--- src/rtl/traffic_lights_pkg.sv ---
// Shared types for the traffic-light command path: command and error codes,
// the byte-parser state encoding and the default frame header.
package traffic_lights_pkg;

   typedef enum logic [2:0] {
      CMD_ON            = 3'd0,
      CMD_OFF           = 3'd1,
      CMD_UNMANAGED     = 3'd2,
      CMD_SET_GREEN_MS  = 3'd3,
      CMD_SET_RED_MS    = 3'd4,
      CMD_SET_YELLOW_MS = 3'd5
   } cmd_type_t;

   typedef enum logic [1:0] {
      ERR_NONE    = 2'd0,
      ERR_CSUM    = 2'd1,
      ERR_TYPE    = 2'd2,
      ERR_TIMEOUT = 2'd3
   } err_code_t;

   typedef enum logic [2:0] {
      ST_HUNT    = 3'd0,
      ST_TYPE    = 3'd1,
      ST_DATA_HI = 3'd2,
      ST_DATA_LO = 3'd3,
      ST_CSUM    = 3'd4,
      ST_ISSUE   = 3'd5
   } parser_state_t;

   localparam logic [7:0] HEADER_BYTE_DEFAULT = 8'hA5;
   localparam logic [2:0] CMD_TYPE_MAX        = 3'd5;

endpackage

--- src/rtl/traffic_lights_cmd_timeout.sv ---
// Inter-byte idle counter: expired_o flags the cycle in which the count of
// idle cycles since the last clear would reach TIMEOUT_TICKS.
module traffic_lights_cmd_timeout #(
   parameter int unsigned TIMEOUT_TICKS = 200
) (
   input  logic clk_i,
   input  logic arst_n_i,
   input  logic clr_i,
   input  logic en_i,
   output logic expired_o
);

   localparam logic [15:0] LAST_TICK = 16'(TIMEOUT_TICKS - 1);

   logic [15:0] cnt_q, cnt_d;

   always_comb begin
      cnt_d = cnt_q;
      if (clr_i) begin
         cnt_d = '0;
      end else if (en_i) begin
         cnt_d = cnt_q + 16'd1;
      end
   end

   always_ff @(posedge clk_i or negedge arst_n_i) begin
      if (!arst_n_i) begin
         cnt_q <= '0;
      end else begin
         cnt_q <= cnt_d;
      end
   end

   assign expired_o = en_i && (cnt_q == LAST_TICK);

endmodule

--- src/rtl/traffic_lights_cmd_parser.sv ---
// Assembles header/type/data_hi/data_lo/checksum byte frames into one-cycle
// commands for the traffic-light controller; bad or stale frames raise err_o.
module traffic_lights_cmd_parser
   import traffic_lights_pkg::*;
#(
   parameter int unsigned TIMEOUT_TICKS = 200,
   parameter logic [7:0]  HEADER_BYTE   = HEADER_BYTE_DEFAULT
) (
   input  logic        clk_0m002,
   input  logic        arst_n_i,
   input  logic [7:0]  byte_data_i,
   input  logic        byte_val_i,
   output logic        byte_rdy_o,
   output logic [2:0]  cmd_type_o,
   output logic [15:0] cmd_data_o,
   output logic        cmd_val_o,
   output logic        err_o,
   output logic [1:0]  err_code_o,
   output logic [7:0]  err_cnt_o,
   output logic [15:0] frame_cnt_o
);

   function automatic logic [7:0] sat_inc8(input logic [7:0] v);
      return (v == 8'hFF) ? v : v + 8'd1;
   endfunction

   parser_state_t state_q, state_d;
   cmd_type_t     type_q, type_d;
   logic [7:0]    hi_q, hi_d, lo_q, lo_d;
   cmd_type_t     cmd_type_q, cmd_type_d;
   logic [15:0]   cmd_data_q, cmd_data_d;
   logic          cmd_val_q, cmd_val_d;
   logic          err_q, err_d;
   err_code_t     err_code_q, err_code_d;
   logic [7:0]    err_cnt_q, err_cnt_d;
   logic [15:0]   frame_cnt_q, frame_cnt_d;

   logic          byte_acc, in_frame, tmo_expired, err_hit;
   err_code_t     err_hit_code;
   logic [7:0]    csum_exp;

   assign byte_rdy_o = (state_q != ST_ISSUE);
   assign byte_acc   = byte_val_i && byte_rdy_o;
   assign in_frame   = (state_q == ST_TYPE) || (state_q == ST_DATA_HI) ||
                       (state_q == ST_DATA_LO) || (state_q == ST_CSUM);
   assign csum_exp   = {5'd0, type_q} ^ hi_q ^ lo_q;

   traffic_lights_cmd_timeout #(
      .TIMEOUT_TICKS(TIMEOUT_TICKS)
   ) u_timeout (
      .clk_i    (clk_0m002),
      .arst_n_i (arst_n_i),
      .clr_i    (byte_acc || !in_frame || tmo_expired),
      .en_i     (in_frame),
      .expired_o(tmo_expired)
   );

   always_comb begin
      state_d      = state_q;
      type_d       = type_q;
      hi_d         = hi_q;
      lo_d         = lo_q;
      cmd_type_d   = cmd_type_q;
      cmd_data_d   = cmd_data_q;
      cmd_val_d    = 1'b0;
      err_d        = 1'b0;
      err_code_d   = err_code_q;
      err_cnt_d    = err_cnt_q;
      frame_cnt_d  = frame_cnt_q;
      err_hit      = 1'b0;
      err_hit_code = ERR_NONE;

      // An accepted byte takes priority over a timeout landing in the same cycle.
      if (in_frame && !byte_acc && tmo_expired) begin
         err_hit      = 1'b1;
         err_hit_code = ERR_TIMEOUT;
         state_d      = ST_HUNT;
      end else begin
         case (state_q)
            ST_HUNT: begin
               if (byte_acc && byte_data_i == HEADER_BYTE) state_d = ST_TYPE;
            end
            ST_TYPE: begin
               if (byte_acc) begin
                  if (byte_data_i[7:3] == 5'd0 && byte_data_i[2:0] <= CMD_TYPE_MAX) begin
                     type_d  = cmd_type_t'(byte_data_i[2:0]);
                     state_d = ST_DATA_HI;
                  end else begin
                     err_hit      = 1'b1;
                     err_hit_code = ERR_TYPE;
                     state_d      = ST_HUNT;
                  end
               end
            end
            ST_DATA_HI: begin
               if (byte_acc) begin
                  hi_d    = byte_data_i;
                  state_d = ST_DATA_LO;
               end
            end
            ST_DATA_LO: begin
               if (byte_acc) begin
                  lo_d    = byte_data_i;
                  state_d = ST_CSUM;
               end
            end
            ST_CSUM: begin
               if (byte_acc) begin
                  if (byte_data_i == csum_exp) begin
                     cmd_val_d   = 1'b1;
                     cmd_type_d  = type_q;
                     cmd_data_d  = {hi_q, lo_q};
                     frame_cnt_d = frame_cnt_q + 16'd1;
                     state_d     = ST_ISSUE;
                  end else begin
                     err_hit      = 1'b1;
                     err_hit_code = ERR_CSUM;
                     state_d      = ST_HUNT;
                  end
               end
            end
            default: state_d = ST_HUNT;
         endcase
      end

      if (err_hit) begin
         err_d      = 1'b1;
         err_code_d = err_hit_code;
         err_cnt_d  = sat_inc8(err_cnt_q);
      end
   end

   always_ff @(posedge clk_0m002 or negedge arst_n_i) begin
      if (!arst_n_i) begin
         state_q     <= ST_HUNT;
         type_q      <= CMD_ON;
         hi_q        <= '0;
         lo_q        <= '0;
         cmd_type_q  <= CMD_ON;
         cmd_data_q  <= '0;
         cmd_val_q   <= 1'b0;
         err_q       <= 1'b0;
         err_code_q  <= ERR_NONE;
         err_cnt_q   <= '0;
         frame_cnt_q <= '0;
      end else begin
         state_q     <= state_d;
         type_q      <= type_d;
         hi_q        <= hi_d;
         lo_q        <= lo_d;
         cmd_type_q  <= cmd_type_d;
         cmd_data_q  <= cmd_data_d;
         cmd_val_q   <= cmd_val_d;
         err_q       <= err_d;
         err_code_q  <= err_code_d;
         err_cnt_q   <= err_cnt_d;
         frame_cnt_q <= frame_cnt_d;
      end
   end

   assign cmd_type_o  = cmd_type_q;
   assign cmd_data_o  = cmd_data_q;
   assign cmd_val_o   = cmd_val_q;
   assign err_o       = err_q;
   assign err_code_o  = err_code_q;
   assign err_cnt_o   = err_cnt_q;
   assign frame_cnt_o = frame_cnt_q;

endmodule

--- config.mk ---
export PLATFORM = sky130hd
export DESIGN_NAME = traffic_lights_cmd_parser
export DESIGN_NICKNAME = d
export VERILOG_FILES = /design/src/rtl/traffic_lights_pkg.sv /design/src/rtl/traffic_lights_cmd_timeout.sv /design/src/rtl/traffic_lights_cmd_parser.sv
export SDC_FILE = /design/constraint.sdc
export NUM_CORES = 1
export LEC_CHECK = 0
export CAP_MARGIN = 10
export CORE_MARGIN = 4
export CORE_UTILIZATION = 45
export CTS_CLUSTER_SIZE = 8
export DETAILED_ROUTE_END_ITERATION = 7
export PLACE_DENSITY = 0.68
export SLEW_MARGIN = 20
export SYNTH_ARGS = -nofsm -noshare
export SYNTH_HDL_FRONTEND = slang
export SYNTH_SLANG_ARGS = --single-unit
--- constraint.sdc ---
create_clock -name clk_0m002 -period 5.1 [get_ports clk_0m002]
set_input_delay 0.765 -clock clk_0m002 [delete_from_list [all_inputs] [get_ports clk_0m002]]
set_output_delay 0.765 -clock clk_0m002 [all_outputs]
set_load 0.005 [all_outputs]
==> results of run 1 <==
-- logic make-up (layout without fill, tap and decap cells) --
kind of cell    after synthesis  after routing  synth area share (%)
simple gates                171            171                  20.4
mux                          22             22                  6.34
xor+xnor                     53             53                  11.9
compound gates               22             22                  3.69
buf+inv                      18             82                  2.21
fa+ha+maj                     3              3                 0.961
flops                        85             85                  54.5
-- how the worst max path moves through the flow --
stage	start	cells after the start	slack, ps	endpoint
floorplan	byte_data_i[3]	6	2320	err_cnt_o[1]
global placement	byte_data_i[0]	9	1320	cmd_type_o[1]
detailed placement	byte_data_i[3]	7	1330	err_cnt_o[1]
CTS	byte_data_i[3]	7	1720	err_cnt_o[1]
global route	byte_data_i[3]	7	1630	err_cnt_o[1]
finish	byte_data_i[3]	7	1740	err_cnt_o[1]
-- stage by stage --
step	cells	hold WS (ps)	worst slack, ps	util (%)
global route	543	505	1630	57.2
detailed placement	527	456	1330	54.7
CTS	543	466	1720	57.2
floorplan	374	433	2320	-
global placement	527	448	1320	54.7
finish	543	445	1740	57.2
-- registers in the layout, summed over array words and instances, names as in the netlist --
| name | flops |
|---|---|
| cmd_data_o | 16 |
| frame_cnt_o | 16 |
| u_timeout.cnt_q | 16 |
| err_cnt_o | 8 |
| hi_q | 8 |
| lo_q | 8 |
| cmd_type_o | 3 |
| state_q | 3 |
| type_q | 3 |
| err_code_o | 2 |
| cmd_val_o | 1 |
| err_o | 1 |
-- power breakdown --
group | internal (mW) | total [mW] | leakage, nW | switching, mW
logic | 0.0247 | 0.0538 | 0.946 | 0.0291
registers | 0.679 | 0.684 | 1.16 | 0.00530
clock network | 0.243 | 0.492 | 0.103 | 0.249
total | 0.947 | 1.23 | 2.21 | 0.283
-- layout make-up --
type,instances,area (um^2),share of cell area (%)
flip-flops and latches,85,2130,44.6
multi-input cells,271,1690,35.5
repair buffers,59,589,12.3
clock buffers,10,138,2.88
well taps,105,131,2.75
clock inverters,6,68.8,1.44
inverters,7,26.3,0.550
-- cells in the mapped netlist (2+ instances only) --
cell type,n
a21oi_1,4
and2_1,2
and3_1,6
buf_2,3
buf_6,2
clkbuf_1,6
dfrtp_1,85
ha_1,3
inv_1,7
mux2_2,22
nand2_1,76
nand2b_1,3
nand3_1,18
nand3b_1,2
nand4_1,5
nor2_1,32
nor2b_1,5
nor3_1,2
nor3_2,3
nor4_1,7
o2111ai_1,2
o211ai_1,2
o21ai_0,6
or2_2,4
or3_1,3
xnor2_1,29
xor2_1,24
-- cells in the final DEF (no fill, tap or decap), drive strengths merged, types with 7 or more instances in the layout --
| cell | count |
|---|---|
| clkdlybuf4s50 | 57 |
| nor2 | 32 |
| nor4 | 7 |
| xnor2 | 29 |
| o21ai | 7 |
| inv | 9 |
| dfrtp | 85 |
| xor2 | 24 |
| mux2 | 22 |
| nand3 | 18 |
| nand2 | 76 |
| clkbuf | 10 |
-- metal layers --
metal / global-route usage (%) / share of wire, %
met5: 0 / 0
met4: 8.18 / 1.9
met3: 2.82 / 4.1
met2: 24.7 / 45
met1: 23.7 / 49
==> impl_metrics.toml, run 1 <==
[timing]
final-max-slew-violation-count = 0
tns_ps = 0
rsz0062_at_grt = "no"
fin_worst_skew_ps = 15.3
setup_viol = 0
period_share_pct = 65.8
hold_viol = 0
fmax_mhz = 298
fin_crit_ps = 3360
worstMarginPinSlew_ps = 816
max_slew_margin_pct = 44.2

[placed_design]
dp_hpwl_mm = 5.34
port_buffers = 58
placed_area_um2 = 4560
gp_congestion = 0.784

[worst_hold_path]
min_path_type = "in -> async"

[route]
routed_wl_mm = 7.68
remaining_drc_errors = 0
initialDrtViolationCount = 167
dr.pass1.iters = 4
antenna_left = 0
wl_per_cell_um = 14.1
num_vias = 2731
viasPerCell = 5.03

[yosys]
avgSynthCellArea_um2 = 10.4
netlist_area_um2 = 3900
synth_area_leaders = "dfrtp_1 54%, nand2_1 7.3%, xnor2_1 6.5%"
yosysSeqAreaShare_pct = 54.5
synth_area_leader_cell = "dfrtp_1"
synthCells = 374
ys_warn_count = 0
yosysTopAreaCellShare_pct = 54.5
synth_ff_type = "dfrtp_1"
ys_types = 38
ys_ff_latch = 85
synth_edf_count = 0
synthArstFlopShare_pct = 100
synth_nets = 388

[cts]
clock_latency_ps = 350
cts_tree = "done"
clk_path_buf_depth = 2
clk_pin_slew_ps = 90
numCtsBuffers = 9
ctsResizeCount = 0
htree_levels = 3
ctsHoldBuffers = 0
ctsRootBufferMaster = "clkbuf_8"
post_cts_buffers = 0
cts_sinks = 85

[final_layout]
fill_cells = 754
stdcell_area_um2 = 4770
layout-drive-gt1-share_pct = 11.4
syn_to_final_growth_pct = 22.2
antenna_cells = 0
nets = 447

[floorplan]
dieHeight_um = 101
die_area_um2 = 10200
die_x_um = 101
fp.coreArea_um2 = 8340
fp-row-count = 33
ios = 59
start_util_pct = 46.8

[setup_path]
crit_type = "in -> reg"
slowest_delay_ps = 750
path_delay_family = "compound AO/OA/AOI/OAI gates"
cp_data_arrival_time_ps = 3600
r2r-end = "frame_cnt_o[15]"
rrSetupSlack_ps = 2290
worst-r2r-cell-count = 6
startpoint_type = "input port"
path_cells = "clkdlybuf4s50_1 > or3_1 > a2111oi_0 > nand3b_1 > o21ai_1 > o21ai_0 > mux2_2"
regToRegStartpoint = "lo_q[0]"
slowest_stage = "a2111oi_0"
critPathBufInv = 1
crit_required_ps = 5350
path_max_fanout = 9
endpoint_kind = "register"

[global_routing]
grt_max_degree = 86
antenna_found_initial = 0
grt_overflow = 0
grt_first_pass_wirelength_mm = 13.4
grt_pass1_vias = 2732
grt_usage_pct = 16.7

[power]
p_leak_nw = 2.21
power.density_nw_per_um2 = 258
total_power_mw = 1.23
vdd_drop_max_uv = 114

[run]
drv_cap = 0

[status]
status = "finished clean"
Note: power is estimated with default switching activity, not from simulation.
==> run 2, diff against run 1 <==
==> constraint.sdc (replaced) <==
create_clock -name clk_0m002 -period 3.3 [get_ports clk_0m002]
set_input_delay 0.495 -clock clk_0m002 [delete_from_list [all_inputs] [get_ports clk_0m002]]
set_output_delay 0.495 -clock clk_0m002 [all_outputs]
set_load 0.005 [all_outputs]
==> run 2 against run 1 <==
Compared with the run above:
- die area unchanged
- combinational power increased by 57%
- critical path depth is 1 higher
- global-route usage shrank 0.31 points
- power rose by 52%
- largest cell class unchanged
==> impl_metrics.toml, run 2 (synthesized netlist as in run 1, its figures left out) <==
[status]
status = "finished clean"

[route]
routed_wl_mm = 7.64
remaining_drc_errors = 0
num_vias = 2779
antenna_left = 0
wl_per_cell_um = 13.9
initialDrtViolationCount = 100
dr.pass1.iters = 4
viasPerCell = 5.05

[cts]
cts_sinks = 85
clk_path_buf_depth = 2
ctsResizeCount = 0
numCtsBuffers = 9
clock_latency_ps = 340
clk_pin_slew_ps = 90
post_cts_buffers = 0
ctsRootBufferMaster = "clkbuf_8"
htree_levels = 3
ctsHoldBuffers = 0
cts_tree = "done"

[placed_design]
gp_congestion = 0.833
port_buffers = 58
dp_hpwl_mm = 5.48
dp_cells = 534
placed_area_um2 = 4610
place_ws_ps = 147

[final_layout]
final_util_pct = 57.8
mostFrequentLayoutCells = "85 x dfrtp_1, 76 x nand2_1, 57 x clkdlybuf4s50_1, 32 x nor2_1, 29 x xnor2_1"
syn_to_final_growth_pct = 23.4
final_common_cell = "dfrtp_1"
fill_cells = 718
multi_input_area_um2 = 1690
instances_no_fill = 550
layout-drive-gt1-share_pct = 12.6
antenna_cells = 0
stdcell_area_um2 = 4820
final-seq-area_um2 = 2130
nets = 454

[setup_path]
critPathBufInv = 2
path_max_fanout = 4
slowest_delay_ps = 480
crit_type = "in -> reg"
path_delay_family = "compound AO/OA/AOI/OAI gates"
slowest_stage = "clkdlybuf4s50_1"
endpoint_kind = "register"
crit_required_ps = 3530
crit_cells = 8
worst-r2r-cell-count = 7
path_cells = "clkdlybuf4s50_1 > or3_1 > a2111oi_0 > buf_4 > nand3b_1 > o21ai_1 > o21ai_0 > mux2_2"
startpoint_type = "input port"
cp_data_arrival_time_ps = 3050

[power]
seqPwrFrac_pct = 56.6
cellInternalPower_mw = 1.44
total_power_mw = 1.87
p_leak_nw = 2.23
pwr-share-clk_pct = 38.8
switching_share_pct = 22.8
p_comb_share_pct = 4.5
switchingPower_mw = 0.426
power.density_nw_per_um2 = 387
vdd_drop_max_uv = 174

[worst_hold_path]
min_path_type = "in -> async"

[global_routing]
grt_overflow = 0
grt_first_pass_wirelength_mm = 13.5
grt_usage_pct = 16.3
antenna_found_initial = 0
grt_pass1_vias = 2859
grt_max_degree = 86

[run]
drv_cap = 0

[timing]
fin_worst_skew_ps = 10.2
worstMarginPinSlew_ps = 765
tns_ps = 0
hold_viol = 0
hold_slack_ps = 182
fin_ws_ps = 482
max_slew_margin_pct = 49.0
fin_crit_ps = 2820
period_share_pct = 85.4
fmax_mhz = 355
final-max-slew-violation-count = 0
rsz0062_at_grt = "no"
setup_viol = 0

[floorplan]
die_x_um = 101
start_util_pct = 46.8
fp-row-count = 33
dieHeight_um = 101
die_area_um2 = 10200
fp.coreArea_um2 = 8340
ios = 59
run 2: cell type report:
| type | count | share of cell area [%] |
|---|---|---|
| clock inverters | 7 | 1.56 |
| flip-flops and latches | 85 | 44.2 |
| well taps | 105 | 2.73 |
| inverters | 7 | 0.545 |
| multi-input cells | 271 | 35.1 |
| clock buffers | 9 | 2.57 |
| repair buffers | 66 | 13.3 |
run 2: worst reg2reg max path, cell delays in order, from the launching register on:
cell     delay (ps)
dfrtp_1         420
xor2_1          180
xnor2_1         130
or4_4           550
or3_1           410
buf_4           240
nor4_1          390
xor2_1          170
run 2: power by group through the flow:
stage,Combinational [mW],Sequential [mW],Clock [mW]
finish,0.0847,1.06,0.725
floorplan,0.0278,1.08,0
detailed placement,0.0868,1.08,0
global placement,0.0856,1.08,0
CTS,0.0872,1.06,0.755
global route,0.0957,1.06,0.793
run 2: worst paths after layout:
check | startpoint | end | slack (ps)
worst min register to register | u_timeout.cnt_q[0] | u_timeout.cnt_q[0] | 460
worst max-delay path | byte_data_i[3] | err_cnt_o[1] | 480
max in group asynchronous | arst_n_i | u_timeout.cnt_q[2] | 2570
worst max register to register | lo_q[0] | frame_cnt_o[15] | 750
min in group clk_0m002 | u_timeout.cnt_q[0] | u_timeout.cnt_q[0] | 460
worst min-delay path | arst_n_i | err_code_o[0] | 180
run 2: metal layers:
metal  wire [um]  vias to the layer above  part of all wire [%]  GRT usage, %
met5           0                        -                     0             0
met4          89                        0                   1.2          6.03
met3         339                        6                   4.4          2.69
met2        3570                       55                    47          25.3
met1        3640                     1340                    48          23.3
li1            -                     1378                     -             -
